==> src/rtl/tpu_pkg.sv <==
// Shared definitions for the systolic matmul engines: default widths,
// the job state encoding and product extension.
package tpu_pkg;

  localparam int unsigned DEF_DATA_WIDTH = 8;
  localparam int unsigned DEF_ACC_WIDTH  = 16;

  typedef enum logic [2:0] {
    IDLE,
    CLEAR,
    FEED,
    FLUSH,
    DRAIN
  } state_t;

  // Extend a pw-bit product to 64 bits, replicating its top bit when signed.
  function automatic logic [63:0] ext_product(input logic [63:0] p,
                                              input int unsigned pw,
                                              input logic sgn);
    logic [63:0] r;
    r = p;
    for (int unsigned i = 0; i < 64; i++) begin
      if (i >= pw) r[i] = sgn & p[pw-1];
    end
    return r;
  endfunction

endpackage

==> src/rtl/pe_mac.sv <==
// One processing element: multiply-accumulate on the incoming operands and
// forward a to the right and b downward through one register each.
module pe_mac
  import tpu_pkg::*;
#(
  parameter int unsigned DATA_WIDTH = DEF_DATA_WIDTH,
  parameter int unsigned ACC_WIDTH  = DEF_ACC_WIDTH,
  parameter bit          SIGNED     = 1'b1
) (
  input  logic                  clk,
  input  logic                  rst_n,
  input  logic                  clr_i,
  input  logic                  en_i,
  input  logic [DATA_WIDTH-1:0] a_i,
  input  logic [DATA_WIDTH-1:0] b_i,
  output logic [DATA_WIDTH-1:0] a_o,
  output logic [DATA_WIDTH-1:0] b_o,
  output logic [ACC_WIDTH-1:0]  acc_o
);

  localparam int unsigned PW = 2 * DATA_WIDTH;

  logic [PW-1:0]         a_x;
  logic [PW-1:0]         b_x;
  logic [PW-1:0]         prod;
  logic [ACC_WIDTH-1:0]  prod_acc;
  logic [DATA_WIDTH-1:0] a_q;
  logic [DATA_WIDTH-1:0] b_q;
  logic [ACC_WIDTH-1:0]  acc_q;

  // Low PW bits of the product of extended operands equal the true product.
  assign a_x      = {{DATA_WIDTH{SIGNED & a_i[DATA_WIDTH-1]}}, a_i};
  assign b_x      = {{DATA_WIDTH{SIGNED & b_i[DATA_WIDTH-1]}}, b_i};
  assign prod     = a_x * b_x;
  assign prod_acc = ACC_WIDTH'(ext_product(64'(prod), PW, SIGNED));

  always_ff @(posedge clk) begin
    if (!rst_n || clr_i) begin
      a_q   <= '0;
      b_q   <= '0;
      acc_q <= '0;
    end else if (en_i) begin
      a_q   <= a_i;
      b_q   <= b_i;
      acc_q <= acc_q + prod_acc;
    end
  end

  assign a_o   = a_q;
  assign b_o   = b_q;
  assign acc_o = acc_q;

endmodule

==> src/rtl/systolic_array_nxm.sv <==
// ROWS x COLS output-stationary systolic engine computing C = A*B from a
// column/row beat stream, draining C one row per handshake.
module systolic_array_nxm
  import tpu_pkg::*;
#(
  parameter int unsigned ROWS       = 4,
  parameter int unsigned COLS       = 4,
  parameter int unsigned DATA_WIDTH = DEF_DATA_WIDTH,
  parameter int unsigned ACC_WIDTH  = DEF_ACC_WIDTH,
  parameter int unsigned K_MAX      = 16,
  parameter bit          SIGNED     = 1'b1
) (
  input  logic                          clk,
  input  logic                          rst_n,
  input  logic                          start,
  input  logic [$clog2(K_MAX+1)-1:0]    k_len,
  input  logic                          in_valid,
  output logic                          in_ready,
  input  logic [ROWS*DATA_WIDTH-1:0]    a_in,
  input  logic [COLS*DATA_WIDTH-1:0]    b_in,
  output logic                          out_valid,
  input  logic                          out_ready,
  output logic [COLS*ACC_WIDTH-1:0]     out_row,
  output logic [$clog2(ROWS)-1:0]       out_row_idx,
  output logic                          busy,
  output logic                          done
);

  localparam int unsigned DW         = DATA_WIDTH;
  localparam int unsigned AW         = ACC_WIDTH;
  localparam int unsigned KW         = $clog2(K_MAX + 1);
  localparam int unsigned RIW        = $clog2(ROWS);
  localparam int unsigned FLUSH_LEN  = ROWS + COLS - 2;
  localparam int unsigned FW         = $clog2(ROWS + COLS);
  localparam logic [FW-1:0]  FLUSH_LAST = FW'((FLUSH_LEN > 0) ? FLUSH_LEN - 1 : 0);
  localparam logic [KW-1:0]  K_CAP      = KW'(K_MAX);
  localparam logic [RIW-1:0] ROW_LAST   = RIW'(ROWS - 1);

  state_t         state_q;
  logic [KW-1:0]  k_q;
  logic [KW-1:0]  beat_q;
  logic [FW-1:0]  flush_q;
  logic [RIW-1:0] row_q;
  logic           accept;
  logic           mac_en;
  logic           mac_clr;

  logic [DW-1:0] a_inj [ROWS];
  logic [DW-1:0] b_inj [COLS];
  logic [DW-1:0] a_h   [ROWS][COLS+1];
  logic [DW-1:0] b_v   [ROWS+1][COLS];
  logic [AW-1:0] acc   [ROWS][COLS];
  logic          unused_edge;

  assign in_ready    = (state_q == FEED);
  assign out_valid   = (state_q == DRAIN);
  assign busy        = (state_q != IDLE);
  assign accept      = in_valid & in_ready;
  assign mac_en      = (state_q == FEED) || (state_q == FLUSH);
  assign mac_clr     = (state_q == CLEAR);
  assign done        = out_valid & out_ready & (row_q == ROW_LAST);
  assign out_row_idx = row_q;

  always_ff @(posedge clk) begin
    if (!rst_n) begin
      state_q <= IDLE;
      k_q     <= '0;
      beat_q  <= '0;
      flush_q <= '0;
      row_q   <= '0;
    end else begin
      case (state_q)
        IDLE: begin
          if (start) begin
            state_q <= CLEAR;
            k_q     <= (k_len > K_CAP) ? K_CAP : k_len;
          end
        end
        CLEAR: begin
          beat_q  <= '0;
          flush_q <= '0;
          row_q   <= '0;
          state_q <= (k_q == '0) ? DRAIN : FEED;
        end
        FEED: begin
          if (accept) begin
            beat_q <= beat_q + KW'(1);
            if (beat_q == k_q - KW'(1)) state_q <= (FLUSH_LEN == 0) ? DRAIN : FLUSH;
          end
        end
        FLUSH: begin
          flush_q <= flush_q + FW'(1);
          if (flush_q == FLUSH_LAST) state_q <= DRAIN;
        end
        DRAIN: begin
          if (out_ready) begin
            if (row_q == ROW_LAST) begin
              row_q   <= '0;
              state_q <= IDLE;
            end else begin
              row_q <= row_q + RIW'(1);
            end
          end
        end
        default: state_q <= IDLE;
      endcase
    end
  end

  // Non-accepted cycles feed zeros so bubbles and flush leave sums untouched.
  always_comb begin
    for (int unsigned r = 0; r < ROWS; r++) a_inj[r] = accept ? a_in[r*DW +: DW] : '0;
    for (int unsigned c = 0; c < COLS; c++) b_inj[c] = accept ? b_in[c*DW +: DW] : '0;
  end

  for (genvar r = 0; r < ROWS; r++) begin : g_askew
    if (r == 0) begin : g_direct
      assign a_h[r][0] = a_inj[r];
    end else begin : g_dly
      logic [DW-1:0] dly_q [r];
      always_ff @(posedge clk) begin
        if (!rst_n || mac_clr) begin
          for (int unsigned i = 0; i < r; i++) dly_q[i] <= '0;
        end else if (mac_en) begin
          dly_q[0] <= a_inj[r];
          for (int unsigned i = 1; i < r; i++) dly_q[i] <= dly_q[i-1];
        end
      end
      assign a_h[r][0] = dly_q[r-1];
    end
  end

  for (genvar c = 0; c < COLS; c++) begin : g_bskew
    if (c == 0) begin : g_direct
      assign b_v[0][c] = b_inj[c];
    end else begin : g_dly
      logic [DW-1:0] dly_q [c];
      always_ff @(posedge clk) begin
        if (!rst_n || mac_clr) begin
          for (int unsigned i = 0; i < c; i++) dly_q[i] <= '0;
        end else if (mac_en) begin
          dly_q[0] <= b_inj[c];
          for (int unsigned i = 1; i < c; i++) dly_q[i] <= dly_q[i-1];
        end
      end
      assign b_v[0][c] = dly_q[c-1];
    end
  end

  for (genvar r = 0; r < ROWS; r++) begin : g_row
    for (genvar c = 0; c < COLS; c++) begin : g_col
      pe_mac #(
        .DATA_WIDTH(DATA_WIDTH),
        .ACC_WIDTH (ACC_WIDTH),
        .SIGNED    (SIGNED)
      ) u_pe (
        .clk   (clk),
        .rst_n (rst_n),
        .clr_i (mac_clr),
        .en_i  (mac_en),
        .a_i   (a_h[r][c]),
        .b_i   (b_v[r][c]),
        .a_o   (a_h[r][c+1]),
        .b_o   (b_v[r+1][c]),
        .acc_o (acc[r][c])
      );
    end
  end

  // Operands leaving the right and bottom edges have no consumer.
  always_comb begin
    unused_edge = 1'b0;
    for (int unsigned r = 0; r < ROWS; r++) unused_edge = unused_edge ^ (^a_h[r][COLS]);
    for (int unsigned c = 0; c < COLS; c++) unused_edge = unused_edge ^ (^b_v[ROWS][c]);
  end

  always_comb begin
    out_row = '0;
    for (int unsigned c = 0; c < COLS; c++) out_row[c*AW +: AW] = acc[row_q][c];
  end

endmodule

==> config.mk <==
export PLATFORM = sky130hd
export DESIGN_NAME = systolic_array_nxm
export DESIGN_NICKNAME = d
export VERILOG_FILES = /design/src/rtl/tpu_pkg.sv /design/src/rtl/pe_mac.sv /design/src/rtl/systolic_array_nxm.sv
export SDC_FILE = /design/constraint.sdc
export NUM_CORES = 2
export LEC_CHECK = 0
export CAP_MARGIN = 25
export CORE_MARGIN = 1
export CORE_UTILIZATION = 60
export DETAILED_ROUTE_END_ITERATION = 8
export PLACE_DENSITY = 0.8
export SYNTH_ARGS = -nofsm -noshare
export SYNTH_HDL_FRONTEND = slang
export SYNTH_SLANG_ARGS = --single-unit
export TNS_END_PERCENT = 20
==> constraint.sdc <==
create_clock -name clk -period 6.6 [get_ports clk]
set_clock_uncertainty 0.2 [all_clocks]
set_input_delay 0.66 -clock clk [delete_from_list [all_inputs] [get_ports clk]]
set_output_delay 0.66 -clock clk [all_outputs]
set_load 0.03 [all_outputs]
-- Word-level counts from Yosys, hierarchy flattened
Memory sizes are Yosys's and may differ from the RTL's.
Cells that the tools add are included.
- RAM bits: 96
- register bits after elaboration: 466
- word-level logic and storage cells: 176
- output and inout bits: 70
- bits of input ports: 74
- memories: 6
- equality and inequality tests: 13
- bitwise logic cells: 14
- reductions and logical operators: 15
- add/subtract/negate cells: 20
- $mul: 16
- muxes and demuxes: 45
- order comparisons: 2
- memory list (memory ; words ; width ; rd ports ; clocked after memory_dff ; wr ports ; RTL line ; RTL):
    g_askew[3].g_dly.dly_q ; 3 ; 8 ; 3 ; 0 ; 3 ; systolic_array_nxm.sv:120 ; logic [DW-1:0] dly_q [r];
    g_bskew[3].g_dly.dly_q ; 3 ; 8 ; 3 ; 0 ; 3 ; systolic_array_nxm.sv:137 ; logic [DW-1:0] dly_q [c];
    g_askew[2].g_dly.dly_q ; 2 ; 8 ; 2 ; 0 ; 2 ; systolic_array_nxm.sv:120 ;
    g_bskew[2].g_dly.dly_q ; 2 ; 8 ; 2 ; 0 ; 2 ; systolic_array_nxm.sv:137 ;
    g_askew[1].g_dly.dly_q ; 1 ; 8 ; 1 ; 0 ; 1 ; systolic_array_nxm.sv:120 ;
    g_bskew[1].g_dly.dly_q ; 1 ; 8 ; 1 ; 0 ; 1 ; systolic_array_nxm.sv:137 ;
- operators by type and width (operator ; count):
    $add A16 B16 Y16 ; 16
    $mul A8 B8 Y16 ; 16
    $mux W8 ; 20
    $bmux W64 S2 ; 1
    $mux W64 ; 2
    $mux W3 ; 7
    $reduce_or A8 Y1 ; 2
    $pmux W3 S5 ; 1
    $mux W5 ; 2
    $ne A2 B1 Y1 const B ; 5
    $or A1 B1 Y1 ; 10
    $pmux W5 S2 ; 1
    $mux W1 ; 7
    $eq A3 B2 Y1 const B ; 2
    $eq A3 B3 Y1 const B ; 2
    $pmux W3 S2 ; 1
    $reduce_and A2 Y1 ; 3
    $reduce_and A6 Y1 ; 1
    $reduce_bool A2 Y1 ; 3
    $add A5 B1 Y5 const B ; 1
    $eq A5 B5 Y1 ; 1
    $gt A5 B5 Y1 const B ; 1
    $logic_not A5 Y1 ; 1
    $sub A5 B1 Y5 const B ; 1
    14 further kinds ; 18

-- Longest topological paths before layout
- depth in word-level cells: 7
- gate-level depth with buffers: 23
- gate-level depth less buffers: 20

-- By module
Synthesis repeated with hierarchy kept, for this count alone.
- cell total of the unflattened synthesis: 7036
- area total of the unflattened synthesis: 70537.7 sq um
- by module, submodules not included (module ; area an instance (sq um) ; sequential area each (sq um) ; times used ; cells each):
    pe_mac (g_row[1].g_col[1].u_pe ...) ; 4008.8 ; 640.6 ; 8 ; 411
    pe_mac (g_row[0].g_col[0].u_pe ...) ; 4026.4 ; 640.6 ; 3 ; 414
    systolic_array_nxm ; 6236.0 ; 3243.1 ; 1 ; 434
    pe_mac (g_row[1].g_col[0].u_pe) ; 4061.4 ; 640.6 ; 1 ; 421
    pe_mac (g_row[3].g_col[2].u_pe) ; 4053.9 ; 640.6 ; 1 ; 418
    pe_mac (g_row[0].g_col[1].u_pe) ; 4017.6 ; 640.6 ; 1 ; 414
    pe_mac (g_row[3].g_col[1].u_pe) ; 4013.8 ; 640.6 ; 1 ; 411
    pe_mac (g_row[3].g_col[3].u_pe) ; 4005.1 ; 640.6 ; 1 ; 408

-- Worst setup path before layout
Ideal clock, no wire load.
- path kind: input-to-reg
- start: input in_valid
- end: register g_row[0].g_col[0].u_pe.acc_q[15]
- buffers on the path: 1
- cell stages on the path: 19
- arrival: 5.414 ns
- setup slack: 0.869 ns
- setup time: 0.117 ns
- data required time: 6.283 ns
- path through: and3_1 buf_4 and3_1 inv_1 fa_1 inv_1 fa_1 fa_1 fa_1 inv_1 fa_1 inv_1 ha_1 a21oi_1 o22ai_2 o41ai_2 a31oi_1 xnor2_1 a22o_1
- word-level cells in the longest chain between the ends: 4
- elaborated cells on any way between the ends: 5
- those cells by class: 1 x add/sub; 1 x mul; 2 x mux; 1 x bitwise
- RTL lines (what ; RTL line ; RTL):
    start, declared ; systolic_array_nxm.sv:17 ; input logic in_valid,
    $and A1 B1 Y1 (*) ; systolic_array_nxm.sv:58 ; assign accept = in_valid & in_ready;
    $mux W8, on equally long branches ; systolic_array_nxm.sv:112, systolic_array_nxm.sv:113 ;
    $mul A8 B8 Y16 (*) ; pe_mac.sv:34 ; assign prod = a_x * b_x;
    $add A16 B16 Y16 (*) ; pe_mac.sv:45 ; acc_q <= acc_q + prod_acc;
    end signal, assigned ; pe_mac.sv:45 ;
    end, declared ; pe_mac.sv:29 ; logic [ACC_WIDTH-1:0] acc_q;
Every way passes the cells marked *; elsewhere a longest branch is shown, timed or not.
A chain may end at the register's enable or synchronous reset.

-- Worst setup path in the final report
- start: register g_row[2].g_col[2].u_pe.b_q[0]
- end: register g_row[3].g_col[2].u_pe.acc_q[15]
- word-level cells in the longest chain between the ends: 2
- RTL lines (what ; RTL line ; RTL):
    start, declared ; pe_mac.sv:28 ; logic [DATA_WIDTH-1:0] b_q;
    start signal, assigned ; pe_mac.sv:44 ; b_q <= b_i;
    $mul A8 B8 Y16 ; pe_mac.sv:34 ;
    $add A16 B16 Y16 ; pe_mac.sv:45 ;
    end signal, assigned ; pe_mac.sv:45 ;
    end, declared ; pe_mac.sv:29 ;
Every way passes these cells.

==> flow_summary.rst <==
.. list-table::
   :header-rows: 1

   * - Metric
     - Value
   * - First-pass detailed-route iteration total
     - 6
   * - Row cnt
     - 122
   * - Detailed-placement wirelength estimate
     - 129 mm
   * - Max Transition Viols Final
     - 0
   * - Pwr/cell area
     - roughly 120 nW/µm²
   * - Wire length of the first global-routing pass
     - between 200 and 300 mm
   * - Fraction of layout cells with a size suffix above 1
     - under 10%
   * - Height of the die
     - roughly 340 µm
   * - Met3 Usage GRT
     - 4.71%
   * - Hold buffer count at cts
     - 0
   * - Starting density of the core
     - 60.6%
   * - Signal arrival time at the worst endpoint
     - 6.17 ns
   * - GR Util All Layers
     - just over 30%
   * - Remaining antenna violation count
     - 0
   * - CP Class
     - reg -> reg
   * - Number of clock sinks seen by CTS
     - 562
   * - Share of synthesized area occupied by flip-flops and latches
     - a little under a fifth
   * - Worst min path class
     - reg -> reg
   * - Worst-case vdd ir drop
     - 0.191 mV
   * - Resized Gates After CTS
     - 0
   * - Number of top-level design ports
     - 144
   * - Total via count in the routed design
     - roughly 47000
   * - Setup TNS Final
     - 0 ns
   * - Cell depth of the worst min-delay path
     - 2
   * - Layout-stage area growth over the synthesis result
     - 7.27%
   * - Remaining design rule violation count
     - 0
   * - Max FO, Critical Path
     - 9
   * - Critical path endpoint category
     - flop
   * - LEAKAGE
     - 34.2 nW
   * - Maximum clock rate
     - 172 MHz
   * - Number of global-route vias before repair
     - 51000
   * - Clock buffers created by TritonCTS
     - 71
   * - Post-synthesis net count
     - 8594
   * - Slowest cell on the critical path
     - dfxtp_1
   * - Post-layout power
     - 0.00854 W
   * - Core outline area
     - between 100000 and 150000 µm²
   * - FF-to-FF path depth
     - 16
   * - Stage delay of the slowest cell on the critical path
     - 0.55 ns
   * - Setup Viol. Count Final
     - 0
   * - Clk buf depth
     - 3
   * - Routing usage on met2
     - 51.9%
   * - DRC violation total after the first TritonRoute iteration
     - 3310
   * - Clock latency reported for the late side of the worst-skew pair
     - 0.65 ns
   * - Pin count of the biggest net entering global routing
     - roughly 160
   * - Number of nets in the layout
     - 8550
   * - FF+latch count, synth
     - 562
   * - Number of warning messages in the yosys log
     - 0
   * - Series of cell instances along the critical path
     - nand2_1 -> inv_1 -> fa_1 -> fa_1 -> fa_1 -> inv_1 -> fa_1 -> fa_1 -> inv_1 -> ha_1 -> a21oi_1 -> o22ai_2 -> o41ai_2 -> a31oi_1 -> xnor2_1 -> a22o_1
   * - Final critical path time including I/O delays and setup
     - 5.83 ns
   * - Non-filler cells, final
     - 8291
   * - Share of the core filled with cells in the final layout
     - ~65%
   * - Critical Path RT
     - 6.94 ns
   * - Cell area after technology mapping
     - 67100 µm²
   * - Hold Vio Cnt, Final
     - 0
   * - Most Used Layer, Global Route
     - met2
   * - Average detailed-routed wire length per instance
     - 19.8 µm
   * - Wire length after detailed routing
     - 164 mm
   * - Detailed-route vias per instance
     - about 5.7
   * - Max Cap Viol
     - 0
   * - Met1 usage in global routing
     - roughly two fifths
   * - Die outline width
     - 337 µm
   * - Post-CTS setup repair buffer count
     - 0
   * - RSZ-0062 raised after global routing
     - no
   * - Run status
     - complete, no violations
   * - Final cycle utilization of the critical path
     - slightly below 90%
   * - Measured slew at the worst slew-check pin
     - 1.00 ns
   * - Overall overflow remaining after global route
     - 0
   * - Critical path launch point type
     - flop
   * - Count of buffers inserted at the top-level ports
     - 143
   * - Cell variety after synth
     - 52
   * - Final GP Congestion
     - 0.929
   * - Worst slack after detailed placement
     - approximately 0.34 ns
   * - Final worst slack
     - 0.770 ns
   * - Post-Synthesis Cells
     - 6787
   * - Number of antenna violations at the first check in global routing
     - 3
   * - Mean instance size in the synthesized netlist
     - between 9 and 10 µm²
   * - Cell at the root of the clock tree
     - clkbuf_16
   * - Crit-path most repeated cell
     - fa_1
   * - Post-CTS clock slew at the launch and capture registers of the worst setup and hold paths
     - 0.07 ns
   * - Placed Cells incl. Taps
     - about 8000
   * - Deepest level of the CTS H-tree
     - 3
   * - TritonCTS clock tree
     - yes
   * - Die footprint
     - 113000 µm²
   * - Worst-case headroom to the max-slew limit
     - 33.3%
[cells by family (layout without fill, tap and decap cells)]
family                   count (synthesis)  in the layout  share of synthesized area, %
AO/OA/AOI/OAI                          829            829                          9.16
XOR/XNOR                               316            316                          4.12
adder cells (fa/ha/maj)               1733           1733                          45.0
other                                    0              2                             0
multiplexers                            66             66                          2.18
buffers and inverters                 1804           1818                          10.3
AND/OR/NAND/NOR                       1477           1477                          11.0
flip-flops                             562            562                          18.2
[worst max-delay path: cells and delay by family, from the launching register on]
kind / cells / cell delay [ns]
fa+ha+maj: 6 / 2.77
compound gates: 5 / 1.26
flops: 1 / 0.55
buf+inv: 3 / 0.32
xor+xnor: 1 / 0.20
simple gates: 1 / 0.45
[routing by layer]
layer,vias to the layer above,share of wire (%)
met5,-,0.016
met4,4,4.6
met3,394,6.7
met2,1553,49
met1,24000,39
li1,21000,-
[cell usage after synthesis (all sizes together)]
cell / number / area (µm²)
o41ai: 33 / 409
a32o: 3 / 30.0
xor2: 51 / 447
o21bai: 16 / 120
a22o: 275 / 2410
o31a: 1 / 8.76
nand2: 611 / 2300
dfxtp: 466 / 9330
and3: 82 / 513
a31oi: 18 / 113
o311ai: 13 / 114
a21oi: 114 / 631
a21boi: 9 / 67.6
nor2b: 23 / 144
nand4: 3 / 18.8
nor2: 90 / 345
or3: 2 / 12.5
inv: 1496 / 5620
and2: 463 / 2900
o22ai: 17 / 206
a41oi: 16 / 193
or2: 1 / 6.26
buf: 100 / 504
o21a: 63 / 473
ha: 596 / 7460
clkbuf: 208 / 787
edfxtp: 96 / 2880
fa: 1137 / 22800
nand3b: 5 / 37.5
o21ai: 203 / 1020
nor3: 37 / 201
mux2: 2 / 22.5
nand3: 45 / 225
mux4: 64 / 1440
nand2b: 115 / 719
a21o: 48 / 360
xnor2: 265 / 2320
[final cells by class]
type / count / area, µm²
Multi-Input combinational cell: 4421 / 48000
Sequential cell: 562 / 12200
Clock buffer: 94 / 1980
Tap cell: 1488 / 1860
Inverter: 1496 / 5620
Timing Repair Buffer: 191 / 1850
Antenna cell: 2 / 5.00
Clock inverter: 37 / 440
Fill cell: 8514 / 38800
[final timing paths]
| kind | end | from | slack, ns |
|---|---|---|---|
| min reg2reg | g_row[3].g_col[2].u_pe.acc_o[9]$_SDFFE_PP0P_ | g_row[3].g_col[2].u_pe.acc_o[9]$_SDFFE_PP0P_ | 0.29 |
| min | g_row[3].g_col[2].u_pe.acc_o[9]$_SDFFE_PP0P_ | g_row[3].g_col[2].u_pe.acc_o[9]$_SDFFE_PP0P_ | 0.29 |
| max | g_row[3].g_col[2].u_pe.acc_o[15]$_SDFFE_PP0P_ | g_row[2].g_col[2].u_pe.b_o[0]$_SDFFE_PP0P_ | 0.77 |
| max reg2reg | g_row[3].g_col[2].u_pe.acc_o[15]$_SDFFE_PP0P_ | g_row[2].g_col[2].u_pe.b_o[0]$_SDFFE_PP0P_ | 0.77 |
[per-stage QoR]
step / hold slack, ns / area (µm²)
after CTS: 0.289 / 72000
after global placement: 0.272 / 69600
after detailed placement: 0.273 / 69600
after global routing: 0.302 / 72000
after floorplan: 0.237 / 67100
final: 0.289 / 72000
[power breakdown]
group | leakage, nW | switching (W) | internal (W) | total, W
logic | 28.2 | 0.000478 | 0.000255 | 0.000732
clock network | 1.19 | 0.00171 | 0.00238 | 0.00409
registers | 4.77 | 0.000152 | 0.00357 | 0.00372
total | 34.2 | 0.00234 | 0.00621 | 0.00854
[state kept, by name (all words and copies together) (netlist names)]
register / flops
state_q: 3
beat_q: 5
g_row.g_col.u_pe.a_o: 96
g_row.g_col.u_pe.acc_o: 256
g_row.g_col.u_pe.b_o: 96
out_row_idx: 2
flush_q: 3
k_q: 5
g_bskew.g_dly.dly_q: 48
g_askew.g_dly.dly_q: 48
[cell usage in the layout (no fill, tap or decap), drive strengths merged, types with 5 or more instances in the layout]
cell and instances:
a21boi 9, a21o 48, a21oi 114, a22o 275
a31oi 18, a41oi 16, and2 463, and3 82
buf 48, bufinv 6, clkbuf 94, clkdlybuf4s50 143
clkinv 25, dfxtp 466, edfxtp 96, fa 1137
ha 596, inv 1499, mux4 64, nand2 611
nand2b 115, nand3 45, nand3b 5, nor2 90
nor2b 23, nor3 37, o21a 63, o21ai 203
o21bai 16, o22ai 17, o311ai 13, o41ai 33
xnor2 265, xor2 51
(Power assumes the default switching activity.)
